## src/rtl/uart_tx_arbiter_if.sv

```systemverilog
// uart_tx_arbiter_if: requester valid/ready/data/last lanes plus transmitter start/busy, grant status and timeout error
interface uart_tx_arbiter_if #(parameter int NUM_REQ = 2);
  logic [NUM_REQ-1:0] req_valid;
  logic [8*NUM_REQ-1:0] req_data;
  logic [NUM_REQ-1:0] req_last;
  logic [NUM_REQ-1:0] req_ready;
  logic [7:0] tx_data;
  logic tx_start;
  logic tx_busy;
  logic grant_active;
  logic [1:0] grant_id;
  logic err_clr;
  logic err_timeout;
  modport master (
    output req_valid, req_data, req_last, tx_busy, err_clr,
    input req_ready, tx_data, tx_start, grant_active, grant_id, err_timeout
  );
  modport slave (
    input req_valid, req_data, req_last, tx_busy, err_clr,
    output req_ready, tx_data, tx_start, grant_active, grant_id, err_timeout
  );
endinterface

```

## src/rtl/uart_tx_arbiter.sv

```systemverilog
// uart_tx_arbiter: round-robin sharing of one UART transmitter among NUM_REQ byte sources (clk, rst, bus slave modport)
module uart_tx_arbiter #(
  parameter int NUM_REQ = 2,
  parameter int MAX_BURST = 16,
  parameter int ACK_TIMEOUT = 255
) (
  input logic clk,
  input logic rst,
  uart_tx_arbiter_if.slave bus
);
  typedef enum logic [2:0] {IDLE, OWN, START, WAIT_ACK, WAIT_DONE} state_t;
  state_t state, state_n;
  logic [1:0] gid, gid_n, last_grant, last_grant_n, sel, idx;
  logic [7:0] cnt, cnt_n, data, data_n;
  logic [15:0] timer, timer_n;
  logic last, last_n, err, err_n, any, done, rel, timeout;
  logic [3:0] valid4, last4;
  logic [31:0] data4;
  assign valid4 = 4'(bus.req_valid);
  assign last4 = 4'(bus.req_last);
  assign data4 = 32'(bus.req_data);
  assign timeout = ({16'd0, timer} + 32'd1) >= 32'(ACK_TIMEOUT - 1);
  assign rel = last || cnt == 8'(MAX_BURST);
  assign bus.req_ready = NUM_REQ'(state == OWN ? 4'b0001 << gid : 4'b0000);
  assign bus.tx_start = state == START && !bus.tx_busy;
  assign bus.tx_data = data;
  assign bus.grant_active = state != IDLE;
  assign bus.grant_id = gid;
  assign bus.err_timeout = err;
  always_comb begin
    sel = '0;
    any = 1'b0;
    idx = '0;
    for (int k = NUM_REQ; k >= 1; k--) begin
      idx = 2'((int'(last_grant) + k) % NUM_REQ);
      if (valid4[idx]) begin
        sel = idx;
        any = 1'b1;
      end
    end
  end
  always_comb begin
    state_n = state;
    gid_n = gid;
    last_grant_n = last_grant;
    cnt_n = cnt;
    data_n = data;
    last_n = last;
    timer_n = timer;
    err_n = err & ~bus.err_clr;
    done = 1'b0;
    unique case (state)
      IDLE: if (any) begin
        state_n = OWN;
        gid_n = sel;
        cnt_n = '0;
      end
      OWN: if (valid4[gid]) begin
        state_n = START;
        data_n = data4[{gid, 3'b000} +: 8];
        last_n = last4[gid];
        cnt_n = cnt + 8'd1;
      end else if (cnt == 8'd0) state_n = IDLE;
      START: if (!bus.tx_busy) begin
        state_n = WAIT_ACK;
        timer_n = '0;
      end
      WAIT_ACK: if (bus.tx_busy) state_n = WAIT_DONE;
      else if (timeout) begin
        err_n = 1'b1;
        done = 1'b1;
      end else timer_n = timer + 16'd1;
      WAIT_DONE: done = !bus.tx_busy;
      default: state_n = IDLE;
    endcase
    if (done) begin
      state_n = rel ? IDLE : OWN;
      last_grant_n = rel ? gid : last_grant;
    end
  end
  always_ff @(posedge clk) begin
    if (rst) begin
      state <= IDLE;
      gid <= '0;
      last_grant <= 2'(NUM_REQ - 1);
      cnt <= '0;
      data <= '0;
      last <= 1'b0;
      timer <= '0;
      err <= 1'b0;
    end else begin
      state <= state_n;
      gid <= gid_n;
      last_grant <= last_grant_n;
      cnt <= cnt_n;
      data <= data_n;
      last <= last_n;
      timer <= timer_n;
      err <= err_n;
    end
  end
endmodule

```

## src/flat_wrapper.sv

```systemverilog
// flat-port wrapper written by rule: the top's interface ports become plain ports
module uart_tx_arbiter_flat 
#(
  parameter int NUM_REQ = 2,
  parameter int MAX_BURST = 16,
  parameter int ACK_TIMEOUT = 255
)
  (clk, rst, bus_req_valid, bus_req_data, bus_req_last, bus_tx_busy, bus_err_clr, bus_req_ready, bus_tx_data, bus_tx_start, bus_grant_active, bus_grant_id, bus_err_timeout);
  uart_tx_arbiter_if #(.NUM_REQ(NUM_REQ)) bus_i ();
  input logic clk;
  input logic rst;
  input wire logic [$bits(bus_i.req_valid)-1:0] bus_req_valid;
  input wire logic [$bits(bus_i.req_data)-1:0] bus_req_data;
  input wire logic [$bits(bus_i.req_last)-1:0] bus_req_last;
  input wire logic [$bits(bus_i.tx_busy)-1:0] bus_tx_busy;
  input wire logic [$bits(bus_i.err_clr)-1:0] bus_err_clr;
  output wire logic [$bits(bus_i.req_ready)-1:0] bus_req_ready;
  output wire logic [$bits(bus_i.tx_data)-1:0] bus_tx_data;
  output wire logic [$bits(bus_i.tx_start)-1:0] bus_tx_start;
  output wire logic [$bits(bus_i.grant_active)-1:0] bus_grant_active;
  output wire logic [$bits(bus_i.grant_id)-1:0] bus_grant_id;
  output wire logic [$bits(bus_i.err_timeout)-1:0] bus_err_timeout;
  assign bus_i.req_valid = bus_req_valid;
  assign bus_i.req_data = bus_req_data;
  assign bus_i.req_last = bus_req_last;
  assign bus_i.tx_busy = bus_tx_busy;
  assign bus_i.err_clr = bus_err_clr;
  assign bus_req_ready = bus_i.req_ready;
  assign bus_tx_data = bus_i.tx_data;
  assign bus_tx_start = bus_i.tx_start;
  assign bus_grant_active = bus_i.grant_active;
  assign bus_grant_id = bus_i.grant_id;
  assign bus_err_timeout = bus_i.err_timeout;
  uart_tx_arbiter #(.NUM_REQ(NUM_REQ), .MAX_BURST(MAX_BURST), .ACK_TIMEOUT(ACK_TIMEOUT)) u_core (.clk(clk), .rst(rst), .bus(bus_i));
endmodule
```

## config.mk

```make
export PLATFORM = sky130hd
export DESIGN_NAME = uart_tx_arbiter_flat
export DESIGN_NICKNAME = d
export VERILOG_FILES = /design/src/rtl/uart_tx_arbiter_if.sv /design/src/rtl/uart_tx_arbiter.sv /design/src/flat_wrapper.sv
export SDC_FILE = /design/constraint.sdc
export NUM_CORES = 1
export LEC_CHECK = 0
export CAP_MARGIN = 20
export CORE_MARGIN = 4
export CORE_UTILIZATION = 24
export DETAILED_ROUTE_END_ITERATION = 6
export GPL_ROUTABILITY_DRIVEN = 0
export SYNTH_ARGS = -nofsm -noshare
export SYNTH_HDL_FRONTEND = slang
export SYNTH_SLANG_ARGS = --single-unit
```

## constraint.sdc

```tcl
create_clock -name clk -period 1.96 [get_ports clk]
set_input_delay 0.49 -clock clk [delete_from_list [all_inputs] [get_ports clk]]
set_output_delay 0.49 -clock clk [all_outputs]
set_load 0.03 [all_outputs]
```

==> key figures, run 1 <==
GRT
  – Vias in the first global route: between 2000 and 2500
  – Busiest grt layer: met2
  – Gr ovfl total: 0
  – Met3 Usage GRT: 2.46%
  – Met2 usage: 18.2%
  – Pin count of the biggest net entering global routing: 26
  – All-layer global routing usage: a little over a tenth
  – Initial antenna violation count: 0
  – GR Layer Usage met1: 13.3%
  – First-pass GRT wire length: 9.04 mm

Floorplan
  – Core area: a little under 9000 um2
  – Initial Utilization: between 20% and 30%
  – Row cnt: 34
  – IO Pins: 39
  – Die width: around 100 um
  – Chip height: between 100 and 150 um
  – Die Area: roughly 10000 um2

Pwr
  – Worst IR drop on VDD: approximately 0.3 mV
  – Leak Pwr: 0.00131 uW
  – Cell Pwr Density: approximately 570 nW/um2

CTS
  – Maximum level of the CTS H-tree: 2
  – CTS buffer count: 5
  – # clock sinks: 39
  – CTS Buffer Depth: 2
  – Clock latency on the worst-skew pair: about 290 ps
  – CTS root buffer: clkbuf_8
  – Clk pin slew, worst setup/hold paths: 80 ps
  – CTS tree: built
  – Hold-fix buffers, CTS: 0

Layout
  – Final core occ: around two fifths
  – Filler cells: 902
  – Non-filler instance count after layout: between 400 and 500
  – Fin nets: about 370
  – Share of post-route cells with drive strength above 1: about a third
  – Antenna Cells: 0
  – Area Overhead vs Synth: 58.1%

Critical path
  – Slowest CP cell: or4_1
  – CP dominant cell by count: buf_6
  – Arrival time worst endpoint: between 2000 and 2500 ps
  – Crit. End Element: register
  – Crit Path Class: reg -> reg
  – CP max stage delay: approximately 420 ps
  – Startpoint types: register
  – CP Max Fanout: 5
  – CP cell instances: buf_6, nand4_4, nor4_4, or3_4, a221oi_4, buf_6, nand3_4, or4_1, o311ai_1
  – Data required, critical path: ~2200 ps

Synth
  – Most common cell in the synthesized netlist: dfxtp_1
  – Syn Nets: 278
  – Gate Count Post-Synth: 250
  – EDFF count, synth: 0
  – Avg Cell Area, Syn: around 8.5 um2
  – Synth area leader: dfxtp_1
  – Mapped cell area: approximately 2100 um2
  – Async set-reset flop share out of synthesis: 0%
  – Yosys warns: 0
  – Cell variety after synth: 50
  – Synth Register Bits: 39
  – Main area contributors after synthesis: dfxtp_1 (37%), nor2_1 (6.2%), mux2i_1 (6.1%)
  – Sequential share of the synthesized area: between 30% and 40%
  – Synth top area share: between 30% and 40%
  – Most frequent cells after synthesis: dfxtp_1 (39), nor2_1 (35), nand2_1 (17)
  – Top FF cell, synth: dfxtp_1

Timing
  – Unrepaired setup endpoints after global routing: true
  – Setup violations, final: 18
  – Setup ws final: -194 ps
  – Tmin final: between 2000 and 2500 ps
  – Slew Viols, Final: 0
  – Final hold violations: 0
  – Clock skew: approximately 5.2 ps
  – Peak Freq: between 400 and 500 MHz
  – Fin crit share: 110%

Run
  – Maximum capacitance violations: 0

Route
  – DR vias/cell: 4.74
  – Routed len/inst: ~13 um
  – Antenna Nets Post-Route: 0
  – First drt pass iteration count: 4
  – DRC viols: 0
  – DRT Wirelength: ~5.8 mm
  – Initial DRC Count: 52
  – Via Count: 2114

Place
  – Post-DP HPWL: about 4.2 mm
  – Cell total after placement: 433
  – IO Port Bufs: 37

Min path
  – HP Class: reg -> reg

Run status
  – Status: finished with violations
  – Violated checks: negative setup slack
[power breakdown]
group          internal, uW  total, uW  switching (uW)
Combinational           214        448             235
Sequential              820        843            22.3
Clock                   321        613             292
Total                  1350       1900             549
[worst paths after layout]
kind / start / to / slack [ps] / depth (start not counted)
worst min register to register: u_core.timer[15]$_SDFFE_PP0P_ / u_core.timer[15]$_SDFFE_PP0P_ / 490 / 2
worst min-delay path: u_core.timer[15]$_SDFFE_PP0P_ / u_core.timer[15]$_SDFFE_PP0P_ / 490 / 2
worst max register to register: u_core.timer[1]$_SDFFE_PP0P_ / u_core.timer[3]$_SDFFE_PP0P_ / -190 / 9
worst max-delay path: u_core.timer[1]$_SDFFE_PP0P_ / u_core.timer[3]$_SDFFE_PP0P_ / -190 / 9
[metal layers]
metal / up-vias / part of all wire [%]
met4: 0 / 1.9
met2: 44 / 48
li1: 1063 / -
met5: - / 0
met3: 9 / 4.2
met1: 998 / 46
[stage by stage]
stage          area, um2  power [uW]  setup TNS (ps)  hold WS, ps  worst slack [ps]
4_1_cts             3270        1930           -2110          496              -168
3_5_place_dp        3030        1290           -3830          486              -311
6_report            3350        1900           -1330          494              -194
5_1_grt             3350        1990           -3620          518              -274
3_3_place_gp        3030        1290           -2760          481              -284
2_1_floorplan       2210        1090               0          462              8.08
[state kept, by name, summed over array words and instances, names as in the netlist]
name and cells:
u_core.timer 16, u_core.bus.tx_data 8, u_core.cnt 8, u_core.state 3, u_core.bus.err_timeout 1, u_core.bus.grant_id 1, u_core.last 1, u_core.last_grant 1
[what timing repair did]
| action | 4_1_cts | 5_1_grt |
|---|---|---|
| gates resized for setup | 23 | 23 |
| buffers inserted | 4 | 4 |
| gates cloned | 1 | 0 |
| pin swaps | 10 | 13 |
| endpoints found under the setup margin | 23 | 25 |
[final cells by class]
class / instances / area (um2) / share of cell area [%]
flip-flops and latches: 39 / 795 / 23.7
clock inverters: 1 / 7.51 / 0.224
inverters: 11 / 41.3 / 1.23
repair buffers: 93 / 823 / 24.6
multi-input cells: 188 / 1460 / 43.4
clock buffers: 6 / 93.8 / 2.80
well taps: 108 / 135 / 4.03
[critical path: cells and delay by family (launching register included)]
family,cells,cell delay (ps)
AND/OR/NAND/NOR,5,1020
buffers and inverters,2,280
AO/OA/AOI/OAI,2,380
flip-flops,1,380
[cell usage in the layout (no fill, tap or decap), drive strengths merged, types with 7 or more instances in the layout]
cell type	instances
nand3	13
nand2	17
nor2	36
nor3b	10
dfxtp	39
buf	59
mux2i	13
a211oi	9
xor2	7
clkdlybuf4s50	29
a21oi	11
nor3	10
inv	11
[cell families (layout without fill, tap and decap cells)]
kind of cell / after synthesis / in the layout / share of synthesized area [%]
compound gates: 46 / 46 / 16.4
xor+xnor: 13 / 13 / 5.37
fa+ha+maj: 4 / 4 / 2.36
buf+inv: 23 / 111 / 4.84
flops: 39 / 39 / 36.8
mux: 13 / 13 / 6.14
other cells: 1 / 1 / 0.177
simple gates: 111 / 111 / 27.9
(Power assumes the default switching activity.)
==> inputs of run 2 (changes only) <==
--- a/config.mk
+++ b/config.mk
@@ -5,11 +5,11 @@
 export SDC_FILE = /design/constraint.sdc
 export NUM_CORES = 1
 export LEC_CHECK = 0
-export CAP_MARGIN = 20
 export CORE_MARGIN = 4
-export CORE_UTILIZATION = 24
+export CORE_UTILIZATION = 47
 export DETAILED_ROUTE_END_ITERATION = 6
 export GPL_ROUTABILITY_DRIVEN = 0
+export PLACE_DENSITY = 0.76
 export SYNTH_ARGS = -nofsm -noshare
 export SYNTH_HDL_FRONTEND = slang
 export SYNTH_SLANG_ARGS = --single-unit
==> run 2 against run 1 <==
Against the previous run: the run still ends with negative setup slack left; maximum frequency down 4.9%; worst setup slack worse by 110 ps; clock power down 9.3%; power down 3.4%; first-iteration DRC count rose to 2.6 times the previous value; critical path depth up 1.
==> key figures, run 2 (synthesis results as in run 1) <==
CTS
  – CTS Buffer Depth: 2 (unchanged)
  – # clock sinks: 39 (unchanged)
  – Maximum level of the CTS H-tree: 2 (unchanged)
  – CTS root buffer: clkbuf_8
  – CTS tree: built
  – Clk pin slew, worst setup/hold paths: 80 ps (about the same)
  – Clock latency on the worst-skew pair: 300 ps (about the same)
  – CTS buffer count: 5 (unchanged)
  – Hold-fix buffers, CTS: 0 (unchanged)

Pwr
  – Clock Power Share: 30.2% (-2.0 points)
  – Cell Pwr Density: 564 nW/um2 (-0.62%)
  – Worst IR drop on VDD: 0.416 mV (+41%)
  – Switching share of power: 29.0% (+0.12 points)
  – Leak Pwr: 0.00131 uW (+0.27%)
  – Combinational share of power: 24.1% (+0.6 points)
  – Switch Pwr: 533 uW (-2.9%)
  – Flop pwr share: 45.7% (+1.4 points)
  – Cell Int Power: 1310 uW (-3.5%)

Timing
  – Final hold violations: 0 (unchanged)
  – Clock skew: 7.41 ps (+2.23 ps)
  – Setup ws final: -305 ps (-110 ps)
  – Fin crit share: 116% (+5.6 points)
  – Tmin final: 2260 ps (+110 ps)
  – Unrepaired setup endpoints after global routing: true
  – Peak Freq: 442 MHz (-4.9%)
  – Slew Viols, Final: 0 (unchanged)
  – Setup violations, final: 20 (+2)

Route
  – Routed len/inst: 15.4 um (+19%)
  – First drt pass iteration count: 4 (unchanged)
  – Via Count: 2182 (+3.2%)
  – DRT Wirelength: 6.04 mm (+4.7%)
  – DR vias/cell: 5.58 (+18%)
  – Initial DRC Count: 135 (+160%)
  – DRC viols: 0 (unchanged)
  – Antenna Nets Post-Route: 0 (unchanged)

Run status
  – Violated checks: negative setup slack
  – Status: finished with violations

Layout
  – Largest Register: u_core.timer
  – Max reg flops: 16 (unchanged)
  – Post-route cell area: 3260 um2 (-2.8%)
  – Most frequent cells in the layout: buf_4 (54), nor2_1 (33), dfxtp_1 (32)
  – Non-filler instance count after layout: 391 (-12%)
  – Area Overhead vs Synth: 53.7%
  – Antenna Cells: 0 (unchanged)
  – Share of post-route cells with drive strength above 1: 33.6% (+0.49 points)
  – Commonest non-fill, non-tap cell in the layout: buf_4
  – Fin nets: 367 (+0.27%)

Critical path
  – Startpoint types: register
  – CP Max Fanout: 5 (unchanged)
  – Data required, critical path: 2200 ps (+50 ps)
  – Arrival time worst endpoint: 2500 ps (+160 ps)
  – Slowest CP cell: a221oi_4
  – Crit. End Element: register
  – CP max stage delay: 420 ps (about the same)
  – CP cell instances: ha_4, and3_4, xnor2_2, nand3_2, a221oi_4, a21oi_2, buf_4, nor2_4, buf_6, mux2i_1
  – Crit Path Class: reg -> reg

Floorplan
  – Die width: 75.2 um (-26%)
  – Die Area: 5650 um2 (-46%)
  – Core area: 4350 um2 (-50%)
  – Initial Utilization: 48.7% (+24 points)
  – Row cnt: 24 (-29%)
  – IO Pins: 39 (unchanged)
  – Chip height: 75.2 um (-26%)

Place
  – Post-DP HPWL: 4.14 mm (-1.2%)
  – Cell total after placement: 372 (-14%)
  – Placed inst area: 2920 um2 (-3.6%)
  – IO Port Bufs: 37 (unchanged)

GRT
  – Initial antenna violation count: 0 (unchanged)
  – Gr ovfl total: 0 (unchanged)
  – First-pass GRT wire length: 9.33 mm (+3.2%)
  – Vias in the first global route: 2028 (+0.45%)
  – Pin count of the biggest net entering global routing: 30 (+15%)
  – All-layer global routing usage: 21.8% (+11 points)

Run
  – Maximum capacitance violations: 0 (unchanged)

Min path
  – HP Class: reg -> reg
run 2: cell type report:
| cell class | count | area, um2 |
|---|---|---|
| repair buffers | 94 | 818 |
| well taps | 52 | 65.1 |
| inverters | 11 | 41.3 |
| multi-input cells | 188 | 1450 |
| clock buffers | 6 | 82.6 |
| fillers | 311 | 1090 |
| clock inverters | 1 | 5.00 |
| flip-flops and latches | 39 | 795 |
run 2: routing by layer:
| layer | GRT usage (%) | wire length [um] |
|---|---|---|
| met5 | 0 | 0 |
| met4 | 9.32 | 139 |
| met3 | 6.94 | 364 |
| met2 | 35.8 | 3040 |
| met1 | 26.1 | 2490 |
run 2: power groups by stage:
stage | clock network, uW | logic [uW] | registers [uW]
floorplan | 0 | 189 | 897
global placement | 0 | 409 | 859
detailed placement | 0 | 414 | 859
CTS | 568 | 430 | 841
global route | 601 | 479 | 845
finish | 556 | 444 | 841
run 2: metrics by stage:
stage | hold WS, ps | util [%] | power, uW | setup WS [ps] | setup TNS, ps
6_report | 491 | 74.9 | 1840 | -305 | -4480
5_1_grt | 516 | 74.9 | 1930 | -408 | -6640
4_1_cts | 492 | 72.0 | 1840 | -157 | -1890
3_5_place_dp | 484 | 67.0 | 1270 | -345 | -3560
3_3_place_gp | 478 | 67.0 | 1270 | -266 | -2430
2_1_floorplan | 462 | - | 1090 | 8.08 | 0
run 2: final timing paths:
check | slack (ps) | start | depth (start not counted) | endpoint
worst max-delay path | -300 | u_core.timer[1]$_SDFFE_PP0P_ | 10 | u_core.timer[6]$_SDFFE_PP0P_
worst min register to register | 490 | u_core.timer[14]$_SDFFE_PP0P_ | 1 | u_core.timer[14]$_SDFFE_PP0P_
worst max register to register | -300 | u_core.timer[1]$_SDFFE_PP0P_ | 10 | u_core.timer[6]$_SDFFE_PP0P_
worst min-delay path | 490 | u_core.timer[14]$_SDFFE_PP0P_ | 1 | u_core.timer[14]$_SDFFE_PP0P_
run 2: worst max-delay path, delay by kind of cell (launching register included):
| family | cells | cell delay (ps) |
|---|---|---|
| AO/OA/AOI/OAI | 2 | 550 |
| AND/OR/NAND/NOR | 3 | 500 |
| flip-flops | 1 | 400 |
| buffers and inverters | 2 | 310 |
| adder cells (fa/ha/maj) | 1 | 170 |
| multiplexers | 1 | 160 |
| XOR/XNOR | 1 | 120 |
run 2: repair_timing:
action | CTS | global route
hold endpoints to repair | 0 | 0
setup buffers | 7 | 4
gates resized for setup | 18 | 23
gates cloned | 1 | 0
pin swaps | 12 | 16
setup endpoints to repair | 23 | 22
